==> config.mk <==
export PLATFORM = sky130hd
export DESIGN_NAME = product_bcd_conv
export DESIGN_NICKNAME = d
export VERILOG_FILES = /design/src/rtl/product_bcd_conv.sv
export SDC_FILE = /design/constraint.sdc
export NUM_CORES = 1
export LEC_CHECK = 0
export CORE_AREA = 5 5 83 85
export DETAILED_ROUTE_END_ITERATION = 7
export DIE_AREA = 0 0 88 90
export HOLD_SLACK_MARGIN = 0.08
export PLACE_DENSITY = 0.75
export SETUP_SLACK_MARGIN = 0.4
export SKIP_LAST_GASP = 1
export SYNTH_ARGS = -nofsm -noshare
export SYNTH_HDL_FRONTEND = slang
export SYNTH_SLANG_ARGS = --single-unit
==> constraint.sdc <==
create_clock -name clk -period 1.54 [get_ports clk]
set_input_delay 0.308 -clock clk [delete_from_list [all_inputs] [get_ports clk]]
set_output_delay 0.308 -clock clk [all_outputs]
set_load 0.1 [all_outputs]
==> src/rtl/product_bcd_conv.sv <==
// Sequential shift-and-add-3 binary-to-BCD converter for the multiplier product.
// A rising edge of done_in captures bin_in; W cycles later bcd_out holds the result and valid rises.
module product_bcd_conv #(
  parameter int W      = 16,
  parameter int DIGITS = 5
) (
  input  logic                  clk,
  input  logic                  rst,
  input  logic                  done_in,
  input  logic [W-1:0]          bin_in,
  output logic                  busy,
  output logic                  valid,
  output logic [4*DIGITS-1:0]   bcd_out
);

  localparam int CW = $clog2(W + 1);
  localparam logic [CW-1:0] LAST_CNT = CW'(W - 1);

  typedef enum logic [1:0] {
    IDLE  = 2'd0,
    SHIFT = 2'd1,
    DONE  = 2'd2
  } state_t;

  state_t                state_reg;
  logic                  done_q_reg;
  logic [W-1:0]          bin_sh_reg;
  logic [4*DIGITS-1:0]   bcd_sh_reg;
  logic [4*DIGITS-1:0]   bcd_out_reg;
  logic [CW-1:0]         cnt_reg;
  logic                  busy_reg;
  logic                  valid_reg;

  logic                  start;
  logic [4*DIGITS-1:0]   bcd_adj;
  logic [4*DIGITS-1:0]   bcd_next;
  logic                  unused_top_bit;

  assign start = done_in & ~done_q_reg;

  // Per-digit add-3 correction; digits are independent, no carry between them.
  generate
    for (genvar gi = 0; gi < DIGITS; gi++) begin : g_adj
      assign bcd_adj[4*gi +: 4] = (bcd_sh_reg[4*gi +: 4] >= 4'd5)
                                  ? bcd_sh_reg[4*gi +: 4] + 4'd3
                                  : bcd_sh_reg[4*gi +: 4];
    end
  endgenerate

  // The digit-count constraint keeps the top bit zero, so dropping it is lossless.
  assign bcd_next       = {bcd_adj[4*DIGITS-2:0], bin_sh_reg[W-1]};
  assign unused_top_bit = bcd_adj[4*DIGITS-1];

  always_ff @(posedge clk) begin
    if (rst) begin
      state_reg   <= IDLE;
      done_q_reg  <= 1'b1;
      bin_sh_reg  <= '0;
      bcd_sh_reg  <= '0;
      bcd_out_reg <= '0;
      cnt_reg     <= '0;
      busy_reg    <= 1'b0;
      valid_reg   <= 1'b0;
    end else begin
      done_q_reg <= done_in;
      case (state_reg)
        IDLE, DONE: begin
          if (start) begin
            state_reg  <= SHIFT;
            bin_sh_reg <= bin_in;
            bcd_sh_reg <= '0;
            cnt_reg    <= '0;
            busy_reg   <= 1'b1;
            valid_reg  <= 1'b0;
          end
        end
        SHIFT: begin
          bcd_sh_reg <= bcd_next;
          bin_sh_reg <= {bin_sh_reg[W-2:0], 1'b0};
          cnt_reg    <= cnt_reg + 1'b1;
          if (cnt_reg == LAST_CNT) begin
            state_reg   <= DONE;
            bcd_out_reg <= bcd_next;
            busy_reg    <= 1'b0;
            valid_reg   <= 1'b1;
          end
        end
        default: begin
          state_reg <= IDLE;
          busy_reg  <= 1'b0;
          valid_reg <= 1'b0;
        end
      endcase
    end
  end

  assign busy    = busy_reg;
  assign valid   = valid_reg;
  assign bcd_out = bcd_out_reg;

endmodule

# After elaboration in Yosys (flattened, before gate mapping)
# Index checks and enable logic that the tools add are counted.
# word_totals
register_bits	66
inputBits	19
word_cells	52
# op_classes
n_addsub	6
order_cmp	5
n_eq_ne	5
n_mux	20
bitwise_logic	2
reduce_logical	6
# ops
cell	count
$pmux 20 s2	1
$pmux 16 s2	1
$ge 4x3->1 const B	5
$mux 20	1
$add 4x2->4 const B	4
$mux 16	1
$mux 4	4
$pmux 5 s2	1
$reduce_and 2->1	3
$add 5x1->5 const B	1
$eq 5x4->1 const B	1
$mux 5	1
$mux 1	4
$mux 2	2
$ne 2x2->1 const B	2
$pmux 1 s2	2
$pmux 2 s2	1
$add 3x2->3 const B	1
$mux 3	1
$eq 2x1->1 const B	1
$eq 2x2->1 const B	1
$logic_not 2->1	1
$reduce_bool 2->1	1
$reduce_or 2->1	1
other kinds (2)	2

# Logic depth before layout (Yosys ltp)
# Gate-level depths: netlist (run 1).
# logic_depth
depth_word	4
ltp_mapped	8
ltp_nobuf	6

# Least setup slack after synthesis (run 1)
# Ideal clock, no wire load.
# synth_timing
path_kind	reg-to-reg
startpoint	register state_reg[1]
endpoint	register bcd_out_reg[10] (netlist: bcd_out[10])
arrival_ns	1.901
required_ns	1.424
setup_slack_ns	-0.477
path_stages_with_launch	6
cell_sequence	dfxtp_1 and2b_4 and2_1 buf_4 buf_6 a31o_2
# synth_between
elab_chain_len	2
# synth_lines
element	line	source
from (decl)	25	state_t state_reg;
from (signal assigned)	56	state_reg <= IDLE;
from (signal assigned)	69	state_reg <= SHIFT;
from (signal assigned)	82	state_reg <= DONE;
$eq 2x1->1	66	case (state_reg)
$reduce_and 2->1 (no line)	-	
to (signal assigned)	83	bcd_out_reg <= bcd_next;
to (decl)	29	logic [4*DIGITS-1:0] bcd_out_reg;
# Every way passes these cells.
# A chain may end at the register's enable or synchronous reset.

# Worst setup path in the final report (run 1)
# layout_timing
startpoint	register cnt_reg[0]
endpoint	register state_reg[1]
# layout_between
elab_chain_len	3
# layout_lines
element	line	source
from (decl)	30	logic [CW-1:0] cnt_reg;
from (signal assigned)	80	cnt_reg <= cnt_reg + 1'b1;
$eq 5x4->1	81	if (cnt_reg == LAST_CNT) begin
$ne 2x2->1 (no line)	-	
$reduce_and 2->1 (no line)	-	
to (signal assigned)	69	
to (signal assigned)	82	
to (signal assigned)	89	state_reg <= IDLE;
# Every way passes these cells.

==> results of run 1 <==
worst reg2reg max path, cell delays in order (launching register included):
cell and delay (ns):
sky130_fd_sc_hd__dfxtp_4 0.36, sky130_fd_sc_hd__ha_4 0.15, sky130_fd_sc_hd__and3_4 0.18, sky130_fd_sc_hd__ha_4 0.21, sky130_fd_sc_hd__and2_4 0.23, sky130_fd_sc_hd__buf_4 0.16
sky130_fd_sc_hd__a21oi_2 0.13, sky130_fd_sc_hd__nor2_1 0.08
power by group through the flow:
stage | Combinational, µW | Sequential, µW | Clock, µW
after global placement | 259 | 1760 | 0
final | 471 | 1720 | 1760
after CTS | 381 | 1720 | 1710
after detailed placement | 266 | 1760 | 0
after global routing | 485 | 1720 | 1820
after floorplan | 163 | 1770 | 0
layer usage:
| layer | up-vias | share of wire (%) | wire (µm) | global-route usage (%) |
|---|---|---|---|---|
| li1 | 1447 | - | - | - |
| met1 | 1731 | 37 | 5170 | 31.2 |
| met2 | 259 | 49 | 6770 | 50.4 |
| met3 | 85 | 6.9 | 962 | 5.85 |
| met4 | 0 | 7.3 | 1020 | 17.1 |
| met5 | - | 0 | 0 | 0 |
repair_timing:
action                                  in CTS  in global routing
buffers inserted                            46                 14
gates resized for setup                     93                 69
pin swaps                                   47                 43
endpoints found under the setup margin      86                 86
gates cloned                                 8                  2
cells in the final DEF, fill, tap and decap left out, types with 7 or more instances in the layout:
master,instances
sky130_fd_sc_hd__buf_4,59
sky130_fd_sc_hd__dfxtp_2,33
sky130_fd_sc_hd__buf_12,29
sky130_fd_sc_hd__dfxtp_1,27
sky130_fd_sc_hd__buf_6,20
sky130_fd_sc_hd__a21oi_2,16
sky130_fd_sc_hd__a21oi_1,16
sky130_fd_sc_hd__nor2_1,16
sky130_fd_sc_hd__clkdlybuf4s50_1,16
sky130_fd_sc_hd__nand2_1,14
sky130_fd_sc_hd__a22oi_2,12
sky130_fd_sc_hd__ha_4,12
sky130_fd_sc_hd__clkbuf_8,12
sky130_fd_sc_hd__nand3_1,9
sky130_fd_sc_hd__a22o_1,8
sky130_fd_sc_hd__o21ai_2,8
sky130_fd_sc_hd__nor3_2,8
sky130_fd_sc_hd__nand2b_4,7
sky130_fd_sc_hd__nor2_2,7
sky130_fd_sc_hd__and3_1,7
sky130_fd_sc_hd__a31o_4,7
through the flow:
step                utilization (%)  std cells  setup TNS (ns)  area, µm²  hold WS [ns]
floorplan                         -        329               0       3340         0.415
global placement               67.0        452           -9.89       4110         0.442
detailed placement             67.0        452          -12.03       4110         0.447
CTS                            84.5        521               0       5180         0.362
global route                   91.1        537           -1.75       5590         0.436
finish                         91.1        537          -0.952       5590         0.432
cell families after synthesis:
family                   count (synthesis)
AND/OR/NAND/NOR                        112
multiplexers                             6
XOR/XNOR                                 4
AO/OA/AOI/OAI                           96
adder cells (fa/ha/maj)                 12
buffers and inverters                   34
flip-flops                              65
final cells by class:
cell class | instances | share of cell area, %
clock buffers | 13 | 3.02
clock inverters | 2 | 1.07
inverters | 13 | 1.10
multi-input cells | 236 | 41.1
flip-flops and latches | 65 | 24.4
well taps | 77 | 1.72
repair buffers | 131 | 27.6
path summary, 6_finish.rpt:
path,endpoint,slack (ns)
worst max-delay path,state_reg[1]$_SDFFE_PP0P_,-0.07
worst min-delay path,done_q_reg$_SDFF_PP1_,0.43
worst max register to register,state_reg[1]$_SDFFE_PP0P_,-0.07
worst min register to register,bin_sh_reg[4]$_SDFFE_PP0P_,0.48
==> flow_summary.html, run 1 <==
<table>
<tr><th>Metric</th><th>Value</th></tr>
<tr><th colspan="2">Status</th></tr>
<tr><td>Run status</td><td>finished with violations</td></tr>
<tr><td>Violations in the final reports</td><td>setup timing</td></tr>
<tr><th colspan="2">Setup path</th></tr>
<tr><td>Cells along the critical path</td><td>ha_4 -&gt; and3_4 -&gt; ha_4 -&gt; and2_4 -&gt; buf_4 -&gt; a21oi_2 -&gt; nor2_1</td></tr>
<tr><td>Register-to-Register Path Depth</td><td>7</td></tr>
<tr><td>Sort of element at the end of the critical path</td><td>flop</td></tr>
<tr><td>Arrival time reported for the critical path endpoint</td><td>1.86 ns</td></tr>
<tr><td>RR Startpoint</td><td>cnt_reg[0]$_SDFFE_PP0P_</td></tr>
<tr><td>Sort of element at the start of the critical path</td><td>flop</td></tr>
<tr><td>Worst Path Required</td><td>1.79 ns</td></tr>
<tr><td>Number of gates on the worst path with buffers counted</td><td>7</td></tr>
<tr><td>Longest individual stage delay on the worst path</td><td>0.36 ns</td></tr>
<tr><td>Critical Setup Path Class</td><td>reg -&gt; reg</td></tr>
<tr><td>Most used cell along the critical path</td><td>sky130_fd_sc_hd__ha_4</td></tr>
<tr><td>Launching instance or port of the critical path</td><td>cnt_reg[0]$_SDFFE_PP0P_</td></tr>
<tr><td>Total buffers and inverters traversed by the critical path</td><td>1</td></tr>
<tr><td>Highest fanout seen on the critical path</td><td>6</td></tr>
<tr><td>Cell class contributing the biggest share of worst-path delay</td><td>simple AND/OR/NAND/NOR gates</td></tr>
<tr><td>Worst-path cell with the longest stage delay</td><td>sky130_fd_sc_hd__dfxtp_4</td></tr>
<tr><th colspan="2">Power and ir drop</th></tr>
<tr><td>IR drop worst, VDD</td><td>797 µV</td></tr>
<tr><td>Clk network pwr share</td><td>44.6%</td></tr>
<tr><td>Lkg Pwr</td><td>0.00215 µW</td></tr>
<tr><td>Total power</td><td>3950 µW</td></tr>
<tr><td>Sw frac</td><td>25.3%</td></tr>
<tr><td>Cell Int Power</td><td>2950 µW</td></tr>
<tr><td>PwrDens</td><td>707 nW/µm²</td></tr>
<tr><td>Combinational power share</td><td>11.9%</td></tr>
<tr><td>Part of the total power dissipated in sequential elements</td><td>43.5%</td></tr>
<tr><td>Switching power of the nets</td><td>999 µW</td></tr>
<tr><th colspan="2">STA</th></tr>
<tr><td>Portion of the clock cycle consumed by the worst path in the final layout</td><td>105%</td></tr>
<tr><td>Count of final hold-check violations</td><td>0</td></tr>
<tr><td>Setup WS post-layout</td><td>-0.0714 ns</td></tr>
<tr><td>Total setup violations reported at the end of the flow</td><td>23</td></tr>
<tr><td>Headroom to the max-slew limit</td><td>73.4%</td></tr>
<tr><td>Slew Limit Fails</td><td>0</td></tr>
<tr><td>Setup repair after global routing missed its margin</td><td>yes</td></tr>
<tr><td>Measured slew at the worst slew-check pin</td><td>0.395 ns</td></tr>
<tr><td>Setup skew after layout</td><td>0.00632 ns</td></tr>
<tr><td>Crit path time final</td><td>1.61 ns</td></tr>
<tr><td>Timing-limited maximum frequency</td><td>621 MHz</td></tr>
<tr><th colspan="2">Logic synthesis</th></tr>
<tr><td>Commonest cells in the netlist</td><td>65 x sky130_fd_sc_hd__dfxtp_1, 36 x sky130_fd_sc_hd__a21oi_1, 26 x sky130_fd_sc_hd__nor2_1, 24 x sky130_fd_sc_hd__nand2_1, 15 x sky130_fd_sc_hd__o21ai_0</td></tr>
<tr><td>Portion of synthesized cell area occupied by the leading cell type</td><td>44.9%</td></tr>
<tr><td>Most used standard cell by instance count after synthesis</td><td>sky130_fd_sc_hd__dfxtp_1</td></tr>
<tr><td>Dominant combinational cell family by area after synthesis</td><td>compound AO/OA/AOI/OAI gates</td></tr>
<tr><td>Fraction of the mapped netlist area in compound gates</td><td>21.5%</td></tr>
<tr><td>Cell type with the highest aggregate area in the netlist</td><td>sky130_fd_sc_hd__dfxtp_1</td></tr>
<tr><td>Mean area per synthesized cell</td><td>8.81 µm²</td></tr>
<tr><td>Share of the yosys chip area belonging to registers</td><td>44.9%</td></tr>
<tr><td>Warning count from the yosys run</td><td>0</td></tr>
<tr><td>Syn_nets</td><td>360</td></tr>
<tr><td>Share of flip-flops with an asynchronous set or reset after synthesis</td><td>0%</td></tr>
<tr><td>Number of distinct library cells after synthesis</td><td>38</td></tr>
<tr><td>Leading post-synthesis cells by cell area</td><td>sky130_fd_sc_hd__dfxtp_1 45%, sky130_fd_sc_hd__a21oi_1 6.2%, sky130_fd_sc_hd__ha_1 5.2%</td></tr>
<tr><td>Count of state elements after synthesis</td><td>65</td></tr>
<tr><td>Netlist Area Pre-Place</td><td>2900 µm²</td></tr>
<tr><td>Post-synthesis xor/xnor area fraction</td><td>1.21%</td></tr>
<tr><td>Synthesized-area fraction occupied by and/or/nand/nor cells</td><td>19.5%</td></tr>
<tr><td>Dominant register cell in the synthesized netlist</td><td>sky130_fd_sc_hd__dfxtp_1</td></tr>
<tr><td>Adder-cell share of the synthesized area</td><td>5.18%</td></tr>
<tr><td>Post-synth EDFFs</td><td>0</td></tr>
<tr><td>Proportion of synthesized area in mux cells</td><td>2.07%</td></tr>
<tr><td>Post-Syn Instances</td><td>329</td></tr>
<tr><th colspan="2">Global route</th></tr>
<tr><td>Aggregate global routing overflow</td><td>0</td></tr>
<tr><td>Wire length of the first global-routing pass</td><td>17,400 µm</td></tr>
<tr><td>Number of global-route vias before repair</td><td>3,350</td></tr>
<tr><td>Number of antenna violations at the first check in global routing</td><td>0</td></tr>
<tr><td>All-layer global routing usage</td><td>28.9%</td></tr>
<tr><td>Maximum number of pins on one net before global-route repair</td><td>24</td></tr>
<tr><th colspan="2">Die</th></tr>
<tr><td>Width of the die</td><td>88 µm</td></tr>
<tr><td>Effective utilization at floorplan</td><td>47.3%</td></tr>
<tr><td>Height of the die</td><td>90 µm</td></tr>
<tr><td>IO Pins</td><td>41</td></tr>
<tr><td>Die footprint</td><td>7920 µm²</td></tr>
<tr><td>Core area</td><td>6130 µm²</td></tr>
<tr><td>Rows</td><td>29</td></tr>
<tr><th colspan="2">Routing</th></tr>
<tr><td>Number of DRC markers after the initial detailed-route iteration</td><td>397</td></tr>
<tr><td>Routed WL per cell</td><td>25.9 µm</td></tr>
<tr><td>Overall via count from detail_route</td><td>3,522</td></tr>
<tr><td>Number of remaining DRC errors</td><td>0</td></tr>
<tr><td>Total wire length after detailed routing</td><td>13,900 µm</td></tr>
<tr><td>Antenna Violating Nets Remaining</td><td>0</td></tr>
<tr><td>1st-pass router iterations</td><td>5</td></tr>
<tr><td>Vias per cell</td><td>6.56</td></tr>
<tr><th colspan="2">Clock tree</th></tr>
<tr><td>Clock tree buffer depth</td><td>2</td></tr>
<tr><td>Clock input transition at the sequential cells of the worst setup and hold paths</td><td>0.07 ns</td></tr>
<tr><td>Maximum level of the CTS H-tree</td><td>3</td></tr>
<tr><td>Clock insertion delay at the later pin of the skew report</td><td>0.36 ns</td></tr>
<tr><td>Number of buffers added by the clock tree synthesis step</td><td>9</td></tr>
<tr><td>Cell at the root of the clock tree</td><td>sky130_fd_sc_hd__clkbuf_8</td></tr>
<tr><td>Clock tree from TritonCTS</td><td>built</td></tr>
<tr><td>Hold bufs inserted after CTS</td><td>0</td></tr>
<tr><td>Number of clock sinks seen by CTS</td><td>65</td></tr>
<tr><th colspan="2">Place</th></tr>
<tr><td>Pre-CTS WS</td><td>-0.362 ns</td></tr>
<tr><td>HPWL reported at the end of detailed placement</td><td>5050 µm</td></tr>
<tr><td>Port Buffer Count</td><td>40</td></tr>
<tr><td>Placer Congestion</td><td>0.780</td></tr>
<tr><th colspan="2">Hold path</th></tr>
<tr><td>Hold Crit Start</td><td>done_in</td></tr>
<tr><td>Worst hold path cell count</td><td>2</td></tr>
<tr><td>Path type of the worst min-delay path</td><td>in -&gt; reg</td></tr>
<tr><th colspan="2">Final layout</th></tr>
<tr><td>Area growth from synthesis to layout</td><td>92.8%</td></tr>
<tr><td>FILL cells</td><td>219</td></tr>
<tr><td>N_diodes</td><td>0</td></tr>
<tr><td>Fraction of layout cells with a size suffix above 1</td><td>66.7%</td></tr>
<tr><td>Post-layout net count</td><td>487</td></tr>
<tr><td>Sequential cell area in the final layout</td><td>1360 µm²</td></tr>
<tr><td>Multi-input combinational cell area</td><td>2300 µm²</td></tr>
<tr><th colspan="2">Job</th></tr>
<tr><td>Count of max-cap constraint violations</td><td>0</td></tr>
</table>
(Power assumes the default switching activity.)
==> run 2: changes to the inputs <==
ABC_CLOCK_PERIOD_IN_PS = 1540   (was unset)
==> results of run 2 <==
No change in the layout: final DEF, timing and power equal those of run 1.
==> run 3: changes to the inputs <==
ABC_CLOCK_PERIOD_IN_PS = 1400   (was 1540)
clock period = 1.4 ns   (was 1.54 ns; I/O delays follow)
==> run 3 against run 2 <==
Effect of this change: the run still ends with setup timing left; maximum frequency fell by 5.9%; clock skew rose by 0.0022 ns; clock power fell by 5%; die area did not move; sequential share of layout area rose by 1.6 points; first-iteration DRC count fell by 51%; core utilization fell by 6.4 points; via count fell by 10%; largest power group is now sequential cells; highest routed layer unchanged.
==> flow_summary.html, run 3 (same netlist as run 1, synthesis figures left out) <==
<table>
<tr><th>Metric</th><th>Value</th></tr>
<tr><th colspan="2">Setup path</th></tr>
<tr><td>Sort of element at the end of the critical path</td><td>flop (unchanged)</td></tr>
<tr><td>R2R Setup Slk</td><td>-0.31 ns (was -0.07 ns)</td></tr>
<tr><td>Sort of element at the start of the critical path</td><td>flop (unchanged)</td></tr>
<tr><td>Worst Path Required</td><td>1.69 ns (was 1.79 ns)</td></tr>
<tr><td>Register-to-Register Path Depth</td><td>7 (unchanged)</td></tr>
<tr><td>Arrival time reported for the critical path endpoint</td><td>2.00 ns (was 1.86 ns)</td></tr>
<tr><td>Critical Setup Path Class</td><td>reg -&gt; reg (unchanged)</td></tr>
<tr><td>Highest fanout seen on the critical path</td><td>18 (was 6)</td></tr>
<tr><th colspan="2">Final layout</th></tr>
<tr><td>Fraction of layout cells with a size suffix above 1</td><td>57.5% (was 66.7%)</td></tr>
<tr><td>Area growth from synthesis to layout</td><td>79.3% (was 92.8%)</td></tr>
<tr><td>Commonest non-fill, non-tap cell in the layout</td><td>sky130_fd_sc_hd__buf_4 (unchanged)</td></tr>
<tr><td>N_diodes</td><td>0 (unchanged)</td></tr>
<tr><td>Post-layout instance area</td><td>5200 µm² (was 5590 µm²)</td></tr>
<tr><td>Commonest cells after routing, fill and taps aside</td><td>59 x sky130_fd_sc_hd__buf_4, 32 x sky130_fd_sc_hd__dfxtp_2, 31 x sky130_fd_sc_hd__dfxtp_1 (was 59 x sky130_fd_sc_hd__buf_4, 33 x sky130_fd_sc_hd__dfxtp_2, 29 x sky130_fd_sc_hd__buf_12)</td></tr>
<tr><td>Final instance count without filler cells</td><td>526 (was 537)</td></tr>
<tr><td>FILL cells</td><td>304 (was 219)</td></tr>
<tr><td>Post-layout net count</td><td>476 (was 487)</td></tr>
<tr><th colspan="2">Power and ir drop</th></tr>
<tr><td>Combinational power share</td><td>12.0% (was 11.9%)</td></tr>
<tr><td>Clk network pwr share</td><td>41.2% (was 44.6%)</td></tr>
<tr><td>PwrDens</td><td>779 nW/µm² (was 707 nW/µm²)</td></tr>
<tr><td>Cell Int Power</td><td>3020 µW (was 2950 µW)</td></tr>
<tr><td>Sw frac</td><td>25.4% (was 25.3%)</td></tr>
<tr><td>Part of the total power dissipated in sequential elements</td><td>46.9% (was 43.5%)</td></tr>
<tr><td>Switching power of the nets</td><td>1030 µW (was 999 µW)</td></tr>
<tr><td>Total power</td><td>4050 µW (was 3950 µW)</td></tr>
<tr><td>Lkg Pwr</td><td>0.00197 µW (was 0.00215 µW)</td></tr>
<tr><td>IR drop worst, VDD</td><td>941 µV (was 797 µV)</td></tr>
<tr><th colspan="2">Clock tree</th></tr>
<tr><td>Clock tree buffer depth</td><td>2 (unchanged)</td></tr>
<tr><td>Clock tree from TritonCTS</td><td>built (unchanged)</td></tr>
<tr><td>Maximum level of the CTS H-tree</td><td>3 (unchanged)</td></tr>
<tr><td>Number of buffers added by the clock tree synthesis step</td><td>9 (unchanged)</td></tr>
<tr><td>Number of clock sinks seen by CTS</td><td>65 (unchanged)</td></tr>
<tr><td>Cell at the root of the clock tree</td><td>sky130_fd_sc_hd__clkbuf_8 (unchanged)</td></tr>
<tr><td>Clock insertion delay at the later pin of the skew report</td><td>0.36 ns (about the same)</td></tr>
<tr><td>Clock input transition at the sequential cells of the worst setup and hold paths</td><td>0.07 ns (about the same)</td></tr>
<tr><th colspan="2">Status</th></tr>
<tr><td>Violations in the final reports</td><td>setup timing (unchanged)</td></tr>
<tr><td>Run status</td><td>finished with violations (unchanged)</td></tr>
<tr><th colspan="2">Place</th></tr>
<tr><td>HPWL reported at the end of detailed placement</td><td>5370 µm (was 5050 µm)</td></tr>
<tr><td>Port Buffer Count</td><td>40 (unchanged)</td></tr>
<tr><td>Cell Count Post-Placement</td><td>473 (was 452)</td></tr>
<tr><td>Pre-CTS WS</td><td>-0.402 ns (was -0.362 ns)</td></tr>
<tr><td>Placer Congestion</td><td>0.857 (was 0.780)</td></tr>
<tr><td>Post-detailed-placement cell area</td><td>4240 µm² (was 4110 µm²)</td></tr>
<tr><th colspan="2">Die</th></tr>
<tr><td>Die footprint</td><td>7920 µm² (unchanged)</td></tr>
<tr><td>Core area</td><td>6130 µm² (unchanged)</td></tr>
<tr><td>IO Pins</td><td>41 (unchanged)</td></tr>
<tr><td>Rows</td><td>29 (unchanged)</td></tr>
<tr><td>Effective utilization at floorplan</td><td>47.3% (unchanged)</td></tr>
<tr><td>Width of the die</td><td>88 µm (unchanged)</td></tr>
<tr><td>Height of the die</td><td>90 µm (unchanged)</td></tr>
<tr><th colspan="2">Global route</th></tr>
<tr><td>GR Layer Usage met3</td><td>4.66% (was 5.85%)</td></tr>
<tr><td>Aggregate global routing overflow</td><td>0 (unchanged)</td></tr>
<tr><td>Met1 Use GR</td><td>26.0% (was 31.2%)</td></tr>
<tr><td>Met2 GRT Util</td><td>39.5% (was 50.4%)</td></tr>
<tr><td>Maximum number of pins on one net before global-route repair</td><td>24 (unchanged)</td></tr>
<tr><td>Number of antenna violations at the first check in global routing</td><td>0 (unchanged)</td></tr>
<tr><td>Wire length of the first global-routing pass</td><td>14,300 µm (was 17,400 µm)</td></tr>
<tr><td>All-layer global routing usage</td><td>22.8% (was 28.9%)</td></tr>
<tr><td>Number of global-route vias before repair</td><td>2,957 (was 3,350)</td></tr>
<tr><td>GR peak layer</td><td>met2 (unchanged)</td></tr>
<tr><th colspan="2">STA</th></tr>
<tr><td>Setup repair after global routing missed its margin</td><td>yes (unchanged)</td></tr>
<tr><td>Total setup violations reported at the end of the flow</td><td>44 (was 23)</td></tr>
<tr><td>Crit path time final</td><td>1.71 ns (was 1.61 ns)</td></tr>
<tr><td>Count of final hold-check violations</td><td>0 (unchanged)</td></tr>
<tr><td>Portion of the clock cycle consumed by the worst path in the final layout</td><td>122% (was 105%)</td></tr>
<tr><td>Setup skew after layout</td><td>0.00847 ns (was 0.00632 ns)</td></tr>
<tr><td>Setup TNS</td><td>-5.10 ns (was -0.952 ns)</td></tr>
<tr><td>Setup WS post-layout</td><td>-0.312 ns (was -0.0714 ns)</td></tr>
<tr><td>Measured slew at the worst slew-check pin</td><td>0.494 ns (was 0.395 ns)</td></tr>
<tr><td>Headroom to the max-slew limit</td><td>67.0% (was 73.4%)</td></tr>
<tr><td>Timing-limited maximum frequency</td><td>584 MHz (was 621 MHz)</td></tr>
<tr><td>Slew Limit Fails</td><td>0 (unchanged)</td></tr>
<tr><th colspan="2">Routing</th></tr>
<tr><td>Overall via count from detail_route</td><td>3,165 (was 3,522)</td></tr>
<tr><td>1st-pass router iterations</td><td>5 (unchanged)</td></tr>
<tr><td>Number of DRC markers after the initial detailed-route iteration</td><td>196 (was 397)</td></tr>
<tr><td>Routed WL per cell</td><td>20.6 µm (was 25.9 µm)</td></tr>
<tr><td>Antenna Violating Nets Remaining</td><td>0 (unchanged)</td></tr>
<tr><td>Vias per cell</td><td>6.02 (was 6.56)</td></tr>
<tr><td>Total wire length after detailed routing</td><td>10,800 µm (was 13,900 µm)</td></tr>
<tr><td>Number of remaining DRC errors</td><td>0 (unchanged)</td></tr>
<tr><th colspan="2">Hold path</th></tr>
<tr><td>Worst hold path cell count</td><td>3 (was 2)</td></tr>
<tr><td>Path type of the worst min-delay path</td><td>in -&gt; reg (unchanged)</td></tr>
<tr><th colspan="2">Job</th></tr>
<tr><td>Count of max-cap constraint violations</td><td>0 (unchanged)</td></tr>
</table>
-- run 3: final timing paths --
check                                                 start                          end
worst max-delay path                cnt_reg[1]$_SDFFE_PP0P_     bcd_out[17]$_SDFFE_PP0P_
worst min register to register  bin_sh_reg[12]$_SDFFE_PP0P_  bin_sh_reg[12]$_SDFFE_PP0P_
worst min-delay path                                    rst     bcd_out[18]$_SDFFE_PP0P_
worst max register to register      cnt_reg[1]$_SDFFE_PP0P_     bcd_out[17]$_SDFFE_PP0P_
-- run 3: area by class of cell --
class / instances / area (µm²) / share of cell area, %
Timing Repair Buffer: 124 / 1440 / 27.7
Tap cell: 77 / 96.3 / 1.85
Multi-Input combinational cell: 232 / 2060 / 39.7
Clock inverter: 3 / 40.0 / 0.770
Inverter: 13 / 53.8 / 1.04
Sequential cell: 65 / 1350 / 26.0
Clock buffer: 12 / 155 / 2.99
-- run 3: power groups by stage --
stage          clock network, µW  logic [µW]  registers, µW
4_1_cts                     1630         383           1900
3_3_place_gp                   0         294           1940
3_5_place_dp                   0         300           1940
5_1_grt                     1750         503           1900
2_1_floorplan                  0         183           1950
6_report                    1670         485           1900
-- run 3: per-layer routing --
layer	share of wire (%)	up-vias
li1	-	1412
met1	37	1531
met5	0	-
met3	7.3	53
met4	4.5	0
met2	51	169
-- run 3: worst max-delay path, cell delays in order, from the launching register on --
cell                      delay, ns
sky130_fd_sc_hd__dfxtp_2       0.37
sky130_fd_sc_hd__ha_4          0.15
sky130_fd_sc_hd__and3_4        0.19
sky130_fd_sc_hd__ha_4          0.15
sky130_fd_sc_hd__nand2_2       0.07
sky130_fd_sc_hd__buf_12        0.15
sky130_fd_sc_hd__or4_1         0.46
sky130_fd_sc_hd__nand3_1       0.12
-- run 3: what timing repair did --
item	CTS	global route
pin swaps	20	30
setup endpoints to repair	86	86
setup buffers	23	10
hold buffers	0	0
cloned	2	3
resized for setup	58	49
-- run 3: through the flow --
step	hold WS, ns	utilization, %
after detailed placement	0.450	69.2
after global placement	0.441	69.2
after CTS	0.400	79.1
after global routing	0.425	84.8
after floorplan	0.387	-
final	0.405	84.8
